===== config.mk =====
export PLATFORM = sky130hd
export DESIGN_NAME = aes_round_sequencer
export DESIGN_NICKNAME = d
export VERILOG_FILES = /design/src/rtl/aes_round_sequencer.sv
export SDC_FILE = /design/constraint.sdc
export NUM_CORES = 1
export LEC_CHECK = 0
export ABC_AREA = 1
export CAP_MARGIN = 20
export CORE_AREA = 8 8 301 303
export DETAILED_ROUTE_END_ITERATION = 8
export DIE_AREA = 0 0 309 311
export DONT_BUFFER_PORTS = 1
export PLACE_DENSITY_LB_ADDON = 0.05
export SYNTH_ARGS = -nofsm -noshare
export SYNTH_HDL_FRONTEND = slang
export SYNTH_SLANG_ARGS = --single-unit

===== constraint.sdc =====
create_clock -name clk -period 2.7 [get_ports clk]
set_clock_uncertainty 0.2 [all_clocks]
set_input_delay 0.54 -clock clk [delete_from_list [all_inputs] [get_ports clk]]
set_output_delay 0.54 -clock clk [all_outputs]
set_load 0.005 [all_outputs]

===== src/rtl/aes_round_sequencer.sv =====
// Sequences one AES-128 encryption over a shared step-unit port, fetching round keys by index.
// Latency sum(k_i+1) edges from accept to finish; start low in ISSUE/GAP aborts; finish/err held until start drops.
module aes_round_sequencer #(
  parameter int NROUNDS = 10,
  parameter int TIMEOUT = 64
) (
  input  logic         clk,
  input  logic         rst,
  input  logic         start,
  input  logic [127:0] in,
  output logic         finish,
  output logic [127:0] out,
  output logic         err,
  output logic [1:0]   step_sel,
  output logic         step_start,
  output logic [127:0] step_in,
  output logic [127:0] step_key,
  input  logic         step_finish,
  input  logic [127:0] step_out,
  output logic [3:0]   rk_idx,
  input  logic [127:0] rk
);
  localparam int NOPS = 4 * NROUNDS;
  localparam int OPW  = $clog2(NOPS + 1);
  localparam int TW   = $clog2(TIMEOUT);
  localparam logic [OPW-1:0] OP_ONE   = OPW'(1);
  localparam logic [OPW-1:0] OP_END   = OPW'(NOPS);
  localparam logic [TW-1:0]  TMO_ONE  = TW'(1);
  localparam logic [TW-1:0]  TMO_LAST = TW'(TIMEOUT - 1);
  localparam logic [3:0]     RND_LAST = 4'(NROUNDS);
  localparam logic [1:0]     SEL_MIX  = 2'd2;
  localparam logic [1:0]     SEL_ARK  = 2'd3;

  typedef enum logic [2:0] {
    S_IDLE,
    S_ISSUE,
    S_GAP,
    S_DONE,
    S_ERR
  } state_t;

  state_t         state_q, state_d;
  logic [OPW-1:0] op_q, op_d;
  logic [TW-1:0]  tmo_q, tmo_d;
  logic [127:0]   data_q, data_d;
  logic [127:0]   out_q, out_d;

  logic [OPW-1:0] op_m1;
  logic [3:0]     round;
  logic [1:0]     sel;
  logic           op_live;

  // op 0 is the initial key add; afterwards four ops per round, final round swaps Mix for AddRoundKey
  assign op_m1 = op_q - OP_ONE;

  always_comb begin
    round = 4'd0;
    sel   = SEL_ARK;
    if (op_q != '0) begin
      round = 4'(op_m1 >> 2) + 4'd1;
      sel   = op_m1[1:0];
      if (round == RND_LAST && sel == SEL_MIX) begin
        sel = SEL_ARK;
      end
    end
  end

  always_comb begin
    state_d = state_q;
    op_d    = op_q;
    tmo_d   = tmo_q;
    data_d  = data_q;
    out_d   = out_q;
    case (state_q)
      S_IDLE: begin
        if (start) begin
          data_d  = in;
          op_d    = '0;
          tmo_d   = '0;
          state_d = S_ISSUE;
        end
      end
      S_ISSUE: begin
        if (!start) begin
          state_d = S_IDLE;
        end else if (step_finish) begin
          data_d  = step_out;
          op_d    = op_q + OP_ONE;
          tmo_d   = '0;
          state_d = S_GAP;
        end else if (tmo_q == TMO_LAST) begin
          tmo_d   = '0;
          state_d = S_ERR;
        end else begin
          tmo_d = tmo_q + TMO_ONE;
        end
      end
      S_GAP: begin
        if (!start) begin
          state_d = S_IDLE;
        end else if (op_q == OP_END) begin
          out_d   = data_q;
          state_d = S_DONE;
        end else begin
          state_d = S_ISSUE;
        end
      end
      S_DONE, S_ERR: begin
        if (!start) begin
          state_d = S_IDLE;
        end
      end
      default: state_d = S_IDLE;
    endcase
  end

  always_ff @(posedge clk or negedge rst) begin
    if (!rst) begin
      state_q <= S_IDLE;
      op_q    <= '0;
      tmo_q   <= '0;
      data_q  <= '0;
      out_q   <= '0;
    end else begin
      state_q <= state_d;
      op_q    <= op_d;
      tmo_q   <= tmo_d;
      data_q  <= data_d;
      out_q   <= out_d;
    end
  end

  assign op_live    = (state_q == S_ISSUE) || (state_q == S_GAP);
  assign step_start = (state_q == S_ISSUE);
  assign step_sel   = op_live ? sel : 2'd0;
  assign rk_idx     = op_live ? round : 4'd0;
  assign step_in    = data_q;
  assign step_key   = rk;
  assign finish     = (state_q == S_DONE) || (state_q == S_ERR);
  assign err        = (state_q == S_ERR);
  assign out        = out_q;

endmodule


==> flow_summary.yaml <==
run_status:
  status: "finished, violations left"
  violations: "negative hold slack, negative setup slack"
routing:
  drc: 0
  drt.antenna.violating_nets: 0
  drt_iter0_drc: 470
  drt-total-wl_um: 60600
  wl_per_cell_um: 23.6
  vias_per_cell: 3.82
  via_count: 9821
  dr.pass1.iters: 7
synthesis:
  synth_top_family_by_area: "multiplexers"
  ys_types: 29
  synth_top_area_frac: 0.517
  ys_top_cells_by_area: "dfrtp_1, mux2_4, nand2_1"
  synth_compound_area_frac: 0.0701
  ys.flop_type: "dfrtp_1"
  synth_simple_gate_area_frac: 0.143
  syn-num-nets: 1657
  yosysSeqAreaShare: 0.517
  synthXorXnorAreaFrac: 0.000668
  ys.warnings.count: 0
  avgSynthCellArea_um2: 10.4
  yosysTopAreaCell: "dfrtp_1"
  ys_seq_elements: 271
  muxShareOfSynthArea: 0.144
  netlist_instances: 1263
  ys_async_sr_fraction: 1.00
  synth_edf_count: 0
  synthAdderAreaFrac: 0.00572
  synth_area_um2: 13100
sta:
  fin_crit_sh: 1.03
  rsz0062_at_grt: "true"
  layout_min_cycle_time_ps: 2770
  fmax_mhz: 361
  slew_headroom: 0.542
  setup_ws_ps: -68.4
  slew_violations: 0
  worst_pin_slew_ps: 687
  setup_viol: 1
  report.final.hold_viol_count: 271
  hold_ws_ps: -522
cts:
  cts_root_buf: "clkbuf_16"
  hold_buffers: 242
  cts_max_level: 2
  cts.sinks: 271
  clk_latency_ps: 550
  cts_tree: "built"
  numCtsBuffers: 39
  cts_buffer_depth: 3
  path_clk_slew_ps: 60
die:
  std_cell_rows: 108
  die_area_um2: 96100
  coreArea_um2: 85900
  io-pin-count: 781
  start_util: 0.153
  die_w_um: 309
  die_height_um: 311
worst_setup_path:
  timing.rr.end: "step_in[90]$_DFFE_PN0P_"
  startpoint_type: "register"
  crit_path_end_kind: "output port"
  crit-reg2reg-launch: "state_q[0]$_DFFE_PN0P_"
  path_class: "reg -> out"
  ff2ff_setup_slack_ps: 180
  critPathTopFamily: "flip-flops"
  cp.required_ps: 1960
  path_buf_inv: 2
  r2r_cells: 10
  critPathMaxStageDelay_ps: 440
  crit_arrival_ps: 2030
  startpoint: "op_q[1]$_DFFE_PN0P_"
  path_cells: "inv_2 -> ha_4 -> inv_2 -> nand2_2 -> nand2_4 -> ha_4 -> nand3_2 -> nand2_1 -> nor2_1 -> nand3_1 -> a21oi_2"
  crit_fanout: 4
  cp_slowest_cell: "dfrtp_2"
global_routing:
  gr-usage-met3: 0.0456
  grt_max_degree: 272
  use_met2: 0.204
  met1_usage: 0.124
  grt_antenna_before_repair: 4
  grt_pass1_wl_um: 82100
  grt-ovfl-total: 0
  globalRouteTotalUtil: 0.116
  top_usage_layer: "met2"
  grt_pass1_vias: 10380
placed_design:
  place_congestion: 0.719
  dp_hpwl_um: 42300
  port-buffer-count: 0
  place_area_um2: 13400
flow_run:
  maxCapViolCount: 0
cells_and_area:
  syn_to_final_growth_pct: 33.6
  fill_cells: 9490
  final_layout_size_suffix_gt1_frac: 0.196
  diodes: 0
  nNetsFinal: 1783
  fin_area_um2: 17500
worst_hold_path:
  hold_path.class: "in -> async"
power:
  p_leak_nw: 7.89
  power.density_nw_per_um2: 1100
  irDropWorstVdd_mv: 0.485
==> kinds of logic (layout without fill, tap and decap cells) <==
group | count (synthesis) | count (layout)
AOI/OAI and AO/OA | 150 | 150
buffers and inverters | 223 | 375
xor gates and xnor gates | 1 | 1
and+or+nand+nor | 484 | 484
DFF | 271 | 271
adders and majority gates | 6 | 6
muxes | 128 | 128
==> synthesized netlist by cell type, types with 3 or more instances <==
master and count:
clkbuf_1 25, a21oi_1 7, nor2_1 149, a31oi_1 128, mux2_2 8, buf_6 3, nand3_1 19, ha_1 6
o21ai_0 12, buf_2 30, nand2_1 304, inv_1 16, buf_4 129, nand4_1 4, nor3_1 4, buf_12 11
dfrtp_1 271, inv_2 7, mux2_4 120
==> worst max path at each step <==
stage	end	slack (ps)	depth (start not counted)
2_1_floorplan	step_sel[0]	220	12
3_3_place_gp	step_sel[0]	260	10
3_5_place_dp	step_sel[0]	270	10
4_1_cts	step_sel[0]	-180	11
5_1_grt	step_sel[0]	-200	10
6_report	step_sel[0]	-70	11
==> through the flow <==
stage	worst slack [ps]	util	cells	power (mW)	setup TNS [ps]
after floorplan	216	-	1263	9.56	0
after global placement	258	0.156	2241	12.0	0
after detailed placement	272	0.156	2241	11.9	0
after CTS	-178	0.200	2554	19.1	-342
after global routing	-204	0.204	2570	20.8	-308
final	-68.4	0.204	2570	19.3	-68.4
==> layout make-up <==
type / count / area [um^2] / share of cell area
Timing Repair Buffer: 284 / 2970 / 0.170
Sequential cell: 271 / 6790 / 0.387
Clock buffer: 58 / 1140 / 0.0649
Multi-Input combinational cell: 769 / 4970 / 0.284
Clock inverter: 9 / 110 / 0.00628
Inverter: 24 / 96.3 / 0.00550
Tap cell: 1155 / 1450 / 0.0825
==> sequential cells by signal, summed over array words and instances, names as in the netlist <==
signal   flops
op_q         6
out        128
state_q      3
step_in    128
tmo_q        6
==> metal layers <==
| metal | routed length, um | part of all wire |
|---|---|---|
| met3 | 5820 | 0.096 |
| met4 | 2140 | 0.035 |
| met1 | 22300 | 0.37 |
| met2 | 30300 | 0.50 |
| met5 | 46 | 0.00076 |
==> repair_timing <==
action	4_1_cts	5_1_grt
setup endpoints to repair	4	35
setup buffers	4	13
cloned	0	4
endpoints found under the hold margin	402	271
resized for setup	17	41
pin swaps	8	19
==> cells in the final DEF, fill, tap and decap left out, types with 5 or more instances in the layout <==
cell / count
mux2_4: 120
nor2_1: 143
clkbuf_16: 42
nand3_1: 12
dfrtp_1: 268
a21oi_1: 5
dlygate4sd3_1: 242
o21ai_0: 12
nand3_2: 7
clkbuf_8: 9
clkbuf_1: 10
nand2_1: 289
nand2_4: 5
mux2_2: 8
nand2_2: 10
a31oi_1: 128
inv_2: 9
buf_4: 23
inv_1: 13
buf_12: 8
==> where the power goes <==
group	internal, mW	total, mW	switching [mW]
Combinational	3.54	7.58	4.04
Sequential	5.12	6.64	1.52
Clock	3.09	5.12	2.03
Total	11.8	19.3	7.59
Power figures use the tool's default switching activity.
